===== src/rtl/spi_receptor.sv =====
// spi_receptor: SPI slave. SCK, SS and MOSI are synchronized into CLK, and the
// SPI edges are found by comparing each synchronized input with its previous
// sample. A frame is 16 bits, MSB first, in any of the four CKP/CPH modes.
module spi_receptor (
    input  logic        CLK,
    input  logic        RESET,
    input  logic        CKP,
    input  logic        CPH,
    input  logic        SCK,
    input  logic        SS,
    input  logic        MOSI,
    input  logic [15:0] TX_DATA,
    output logic        MISO,
    output logic [15:0] RX_DATA,
    output logic        RX_VALID,
    output logic        BUSY
);
    localparam int unsigned W  = 16;
    localparam int unsigned CW = 5;

    typedef enum logic [1:0] {IDLE, XFER, HOLD} state_t;

    logic          ss_meta_q, ss_sync_q, ss_prev_q;
    logic          sck_meta_q, sck_sync_q, sck_prev_q;
    logic          mosi_meta_q, mosi_sync_q;
    logic [1:0]    settle_q;
    logic          armed_q;
    state_t        state_q;
    logic          ckp_q, cph_q;
    logic [W-1:0]  tx_sr_q, rx_sr_q, rx_data_q;
    logic [CW-1:0] cnt_q;
    logic          miso_q, rx_valid_q, busy_q;

    logic ss_fall_c, ss_rise_c, sck_rise_c, sck_fall_c;
    logic lead_c, trail_c, sample_c, shift_c;

    // Two-flop synchronizers plus one previous-sample flop for edge detection
    always_ff @(posedge CLK) begin
        if (RESET) begin
            ss_meta_q   <= 1'b1;
            ss_sync_q   <= 1'b1;
            ss_prev_q   <= 1'b1;
            sck_meta_q  <= 1'b0;
            sck_sync_q  <= 1'b0;
            sck_prev_q  <= 1'b0;
            mosi_meta_q <= 1'b0;
            mosi_sync_q <= 1'b0;
        end else begin
            ss_meta_q   <= SS;
            ss_sync_q   <= ss_meta_q;
            ss_prev_q   <= ss_sync_q;
            sck_meta_q  <= SCK;
            sck_sync_q  <= sck_meta_q;
            sck_prev_q  <= sck_sync_q;
            mosi_meta_q <= MOSI;
            mosi_sync_q <= mosi_meta_q;
        end
    end

    // Arm frame starts only once SS has been seen high after the synchronizer
    // has flushed its reset value; a low SS held through reset cannot start a frame
    always_ff @(posedge CLK) begin
        if (RESET) begin
            settle_q <= 2'd0;
            armed_q  <= 1'b0;
        end else begin
            if (settle_q != 2'd2) begin
                settle_q <= settle_q + 2'd1;
            end
            if (settle_q == 2'd2 && ss_sync_q) begin
                armed_q <= 1'b1;
            end
        end
    end

    assign ss_fall_c  = ss_prev_q & ~ss_sync_q;
    assign ss_rise_c  = ~ss_prev_q & ss_sync_q;
    assign sck_rise_c = sck_sync_q & ~sck_prev_q;
    assign sck_fall_c = ~sck_sync_q & sck_prev_q;
    assign lead_c     = ckp_q ? sck_fall_c : sck_rise_c;
    assign trail_c    = ckp_q ? sck_rise_c : sck_fall_c;
    assign sample_c   = cph_q ? trail_c : lead_c;
    assign shift_c    = cph_q ? lead_c : trail_c;

    // Frame FSM: shift registers, bit counter and registered outputs
    always_ff @(posedge CLK) begin
        if (RESET) begin
            state_q    <= IDLE;
            ckp_q      <= 1'b0;
            cph_q      <= 1'b0;
            tx_sr_q    <= '0;
            rx_sr_q    <= '0;
            rx_data_q  <= '0;
            cnt_q      <= '0;
            miso_q     <= 1'b0;
            rx_valid_q <= 1'b0;
            busy_q     <= 1'b0;
        end else begin
            rx_valid_q <= 1'b0;
            unique case (state_q)
                IDLE: begin
                    miso_q <= 1'b0;
                    busy_q <= 1'b0;
                    if (ss_fall_c && armed_q) begin
                        state_q <= XFER;
                        busy_q  <= 1'b1;
                        ckp_q   <= CKP;
                        cph_q   <= CPH;
                        cnt_q   <= '0;
                        rx_sr_q <= '0;
                        if (CPH) begin
                            tx_sr_q <= TX_DATA;
                        end else begin
                            tx_sr_q <= {TX_DATA[W-2:0], 1'b0};
                            miso_q  <= TX_DATA[W-1];
                        end
                    end
                end
                XFER: begin
                    if (ss_rise_c) begin
                        state_q <= IDLE;
                        busy_q  <= 1'b0;
                        miso_q  <= 1'b0;
                        cnt_q   <= '0;
                        rx_sr_q <= '0;
                        tx_sr_q <= '0;
                    end else begin
                        if (shift_c) begin
                            miso_q  <= tx_sr_q[W-1];
                            tx_sr_q <= {tx_sr_q[W-2:0], 1'b0};
                        end
                        if (sample_c) begin
                            rx_sr_q <= {rx_sr_q[W-2:0], mosi_sync_q};
                            cnt_q   <= cnt_q + CW'(1);
                            if (cnt_q == CW'(W - 1)) begin
                                rx_data_q  <= {rx_sr_q[W-2:0], mosi_sync_q};
                                rx_valid_q <= 1'b1;
                                miso_q     <= 1'b0;
                                state_q    <= HOLD;
                            end
                        end
                    end
                end
                HOLD: begin
                    miso_q <= 1'b0;
                    if (ss_sync_q) begin
                        state_q <= IDLE;
                        busy_q  <= 1'b0;
                    end
                end
                default: begin
                    state_q <= IDLE;
                end
            endcase
        end
    end

    assign MISO     = miso_q;
    assign RX_DATA  = rx_data_q;
    assign RX_VALID = rx_valid_q;
    assign BUSY     = busy_q;

endmodule


===== config.mk =====
export PLATFORM = sky130hd
export DESIGN_NAME = spi_receptor
export DESIGN_NICKNAME = d
export VERILOG_FILES = /design/src/rtl/spi_receptor.sv
export SDC_FILE = /design/constraint.sdc
export NUM_CORES = 1
export LEC_CHECK = 0
export CORE_UTILIZATION = 30
export CTS_BUF_LIST = sky130_fd_sc_hd__clkbuf_16
export DETAILED_ROUTE_END_ITERATION = 12
export HOLD_SLACK_MARGIN = 0.08
export MAX_ROUTING_LAYER = met4
export PLACE_DENSITY = 0.6
export SYNTH_ARGS = -nofsm -noshare
export SYNTH_HDL_FRONTEND = slang
export SYNTH_SLANG_ARGS = --single-unit

===== constraint.sdc =====
create_clock -name CLK -period 2.1 [get_ports CLK]
set_clock_uncertainty 0.05 [all_clocks]
set_input_delay 0.21 -clock CLK [delete_from_list [all_inputs] [get_ports CLK]]
set_output_delay 0.21 -clock CLK [all_outputs]
set_load 0.005 [all_outputs]

# Word-level counts from Yosys, hierarchy flattened
# Index checks and enable logic that the tools add are counted.
# totals
input_bits	23
regBits	70
word_cells	91
output_inout_bits	19
# op_classes
bitwise_logic	11
add_sub_neg	2
n_reduce_logical	12
n_eq_ne	11
n_mux	35
# op_table
op	count
$mux W16	4
$mux W15	3
$pmux W16 S2	1
$pmux W15 S2	1
$mux W5	3
$mux W1	14
$mux W2	5
$pmux W5 S2	1
$ne A3 B3 Y1 const B	3
$reduce_and A3 Y1	3
$ne A2 B2 Y1 const B	4
$reduce_and A4 Y1	2
$not A1 Y1	7
$pmux W1 S3	2
$pmux W2 S3	1
$add A5 B1 Y5 const B	1
$eq A5 B4 Y1 const B	1
$and A1 B1 Y1	4
$eq A2 B2 Y1 const B	2
$reduce_or A4 Y1	1
$reduce_bool A3 Y1	1
$add A2 B1 Y2 const B	1
$eq A2 B1 Y1 const B	1
$logic_and A1 B1 Y1	2
3 further kinds	3

# Logic depth before layout (Yosys ltp)
# logic_depth
word_depth	9
mapped_depth	10
depth_no_buf	7

# Worst setup path after synthesis
# Ideal clock, no wire load.
# synth_timing
path_kind	reg-to-reg
start	register state_q[0]
end	register cnt_q[1]
t_arrival_ps	1672
path_stages_with_launch	9
setup_ps	57
t_required_ps	1993
slack_ps	321
cell_sequence	dfxtp_1 inv_1 ha_1 nand4b_2 o21ai_2 nand2_1 nor3b_4 buf_6 a22o_2
# synth_via
elab_chain_cells	3
word_cells_on_any_way	7
# synth_lines
element	line	source
from (decl)	28	state_t state_q;
from (signal assigned)	88	state_q <= IDLE;
from (signal assigned)	105	state_q <= XFER;
from (signal assigned)	121	state_q <= IDLE;
$eq A2 B1 Y1 / $logic_not A2 Y1 (equally long branches)	100	unique case (state_q)
$ne A3 B3 Y1 (no line) (tied with other cells)	n/a	
$reduce_and A3 Y1 (no line)	n/a	
to (signal assigned)	134	cnt_q <= cnt_q + CW'(1);
to (decl)	31	logic [CW-1:0] cnt_q;
# Parallel ways exist; a longest one is shown, timed or not.
# A chain may end at the register's enable or synchronous reset.

# Worst setup path after layout
# layout_timing
start	register state_q[1]
end	register cnt_q[0]
# Same word-level chain as after synthesis.

==> run metrics <==
Slew Limit Fails=0; Post-CTS Setup Repair Bufs=0; cell area power density=994 nW/um^2; global route overflow=0; cts bufs inserted=9; RePlAce Congestion=0.813; CP Max Fanout=18; worst-skew pair later-pin latency=0.32 ns; CTS clk-pin slew, worst paths=~0.060 ns; clock sinks=70; Resized Gates After CTS=0; Worst Hold Class=in -> reg; Pre-antenna DRT Iters=4; fin crit period=1.86 ns; critical path's slowest cell=dfxtp_1; post-route clock period utilization=approximately nine tenths; main flop type after synthesis=dfxtp_1; Hold Vio Cnt, Final=0; Critical Path RT=roughly 2.3 ns; antenna viol nets, final=0; Post-synth EDFFs=0; Hold Buf Count CTS=0; design area=between 3000 and 4000 um^2; slew margin rel.=66.1%; CTS Root Buffer Type=clkbuf_16; metal3 WL=between 150 and 200 um; worst path bufs/invs=1; share of flip-flops with an asynchronous set or reset=0%; Cell Area, Placed=3460 um^2; Total GRT Usage=12.3%; top layer in use=met4; total wire length=~5.7 mm; Fill cells=961; Syn Std Cell Area=2970 um^2; Crit path max-delay family=simple AND/OR/NAND/NOR gates; WL met1=between 2 and 3 mm; wire per inst=11.6 um; number of global-route vias before repair=around 2100; TritonCTS clock tree=yes; Core Footprint=9420 um^2; die height=between 100 and 150 um; f_max=0.538 GHz; largest net degree at the start of global routing=52; IO Count=42; synth warn=0; max-cap violations=0; maximum vdd ir drop=~0.00053 V; DRC violations left=0; top cells by instance count after synthesis=70 x dfxtp_1, 39 x nor2_1, 38 x a21oi_1; Final #Nets=385; Setup TNS=0 ns; CP max stage delay=0.32 ns; fin util=about two fifths; initial antenna violation count=0; worst-path cell chain=inv_1 > ha_2 > nand4b_2 > o21ai_2 > o21ai_1 > and2b_2 > mux2_2; P_leak=around 1.4 nW; via count=2232; first-pass GRT wire length=between 9 and 10 mm; DIE WIDTH=slightly above 100 um; nature of the critical path endpoint=flip-flop; met2 wire len=2.64 mm; drt via density=4.56; Synth area leaders=dfxtp_1 47%, mux2i_1 6.7%, a21oi_1 6.4%; die area=10300 um^2; CP Data Arrival Time=just over 2 ns; Net Count, Synth=345; post-synth top area share=47.2%; worst slew pin tran=0.509 ns; DR iter-0 viols=34; cell taking the most area after synthesis=dfxtp_1; Bufs on Longest Clock Path=2; Area Growth Syn to Fin=25.9%; FF+latch count, synth=70; Synth Instances=315; status=finished, final reports clean; layout cell share with drive strength beyond 1=15.8%; Crit Path Class=reg -> reg; sequential area share after synthesis=a little under half; syn avg cell area=9.43 um^2; count leader, synth=dfxtp_1; post-synth cell types=43; FP Rows=35; DP Wirelength=between 3 and 4 mm; initial core utilization=31.6%; H-tree Lvls=3; final setup violation count=0; unrepaired setup endpoints after global routing=false; IO buf count=between 40 and 50; ant diodes=0; startpoint types=flip-flop
-- worst paths after layout --
check,start,slack [ns],to,depth (start not counted)
worst max-delay path,state_q[1],0.24,cnt_q[0],7
worst min-delay path,RESET,0.10,cnt_q[3],2
worst max register to register,state_q[1],0.24,cnt_q[0],7
worst min register to register,ss_meta_q,0.36,ss_sync_q,1
-- cell type report --
class                           instances  area (um^2)  share of cell area [%]
Multi-Input combinational cell        217         1410                    37.5
Sequential cell                        70         1400                    37.4
Timing Repair Buffer                   50          473                    12.6
Clock buffer                            9          225                    6.02
Tap cell                              129          161                    4.31
Clock inverter                          7         50.0                    1.34
Inverter                                7         26.3                   0.702
-- cells by family after synthesis --
group | share of synthesized area, %
AOI/OAI and AO/OA | 19.0
xor gates and xnor gates | 0.842
adders and majority gates | 2.95
buffers and inverters | 5.68
DFF | 47.2
muxes | 8.00
and+or+nand+nor | 16.3
-- metrics by stage --
stage	instances	hold WS (ns)	worst slack (ns)	total power, mW
finish	489	0.102	0.241	3.72
global route	489	0.115	0.0359	3.93
CTS	489	0.0912	0.0895	3.75
detailed placement	473	0.348	0.0932	2.37
global placement	473	0.349	0.156	2.34
floorplan	315	0.264	0.321	2.17
-- layer usage --
layer / track usage, % / up-vias
met4: 5.69 / 0
met2: 19.5 / 42
met5: - / -
li1: - / 1181
met3: 3.31 / 5
met1: 14.5 / 1004
-- where the power goes --
group          leakage, nW  switching (mW)  total (mW)  internal, mW
logic                0.737           0.470       0.839         0.369
registers            0.567          0.0692        1.51          1.44
clock network        0.128           0.573        1.37         0.799
-- placed cells by master, fill, tap and decap left out, types with 6 or more instances in the layout --
cell type	instances
ha_1	6
nand2_1	34
nor2_1	39
nor2b_1	7
inv_1	7
a21oi_1	38
mux2i_1	20
buf_4	9
a22o_2	15
a211oi_1	17
clkbuf_16	9
dfxtp_1	70
clkdlybuf4s50_1	40
-- sequential cells by signal, summed over array words and instances (netlist names) --
| name | cells |
|---|---|
| settle_q | 2 |
| ss_prev_q | 1 |
| MISO | 1 |
| RX_VALID | 1 |
| sck_meta_q | 1 |
| ss_meta_q | 1 |
| sck_sync_q | 1 |
| cph_q | 1 |
| mosi_meta_q | 1 |
| mosi_sync_q | 1 |
| RX_DATA | 16 |
| state_q | 2 |
| BUSY | 1 |
| ckp_q | 1 |
| sck_prev_q | 1 |
| armed_q | 1 |
| tx_sr_q | 16 |
| cnt_q | 5 |
| ss_sync_q | 1 |
| rx_sr_q | 15 |
No activity file was read; power rests on OpenSTA's default activity.
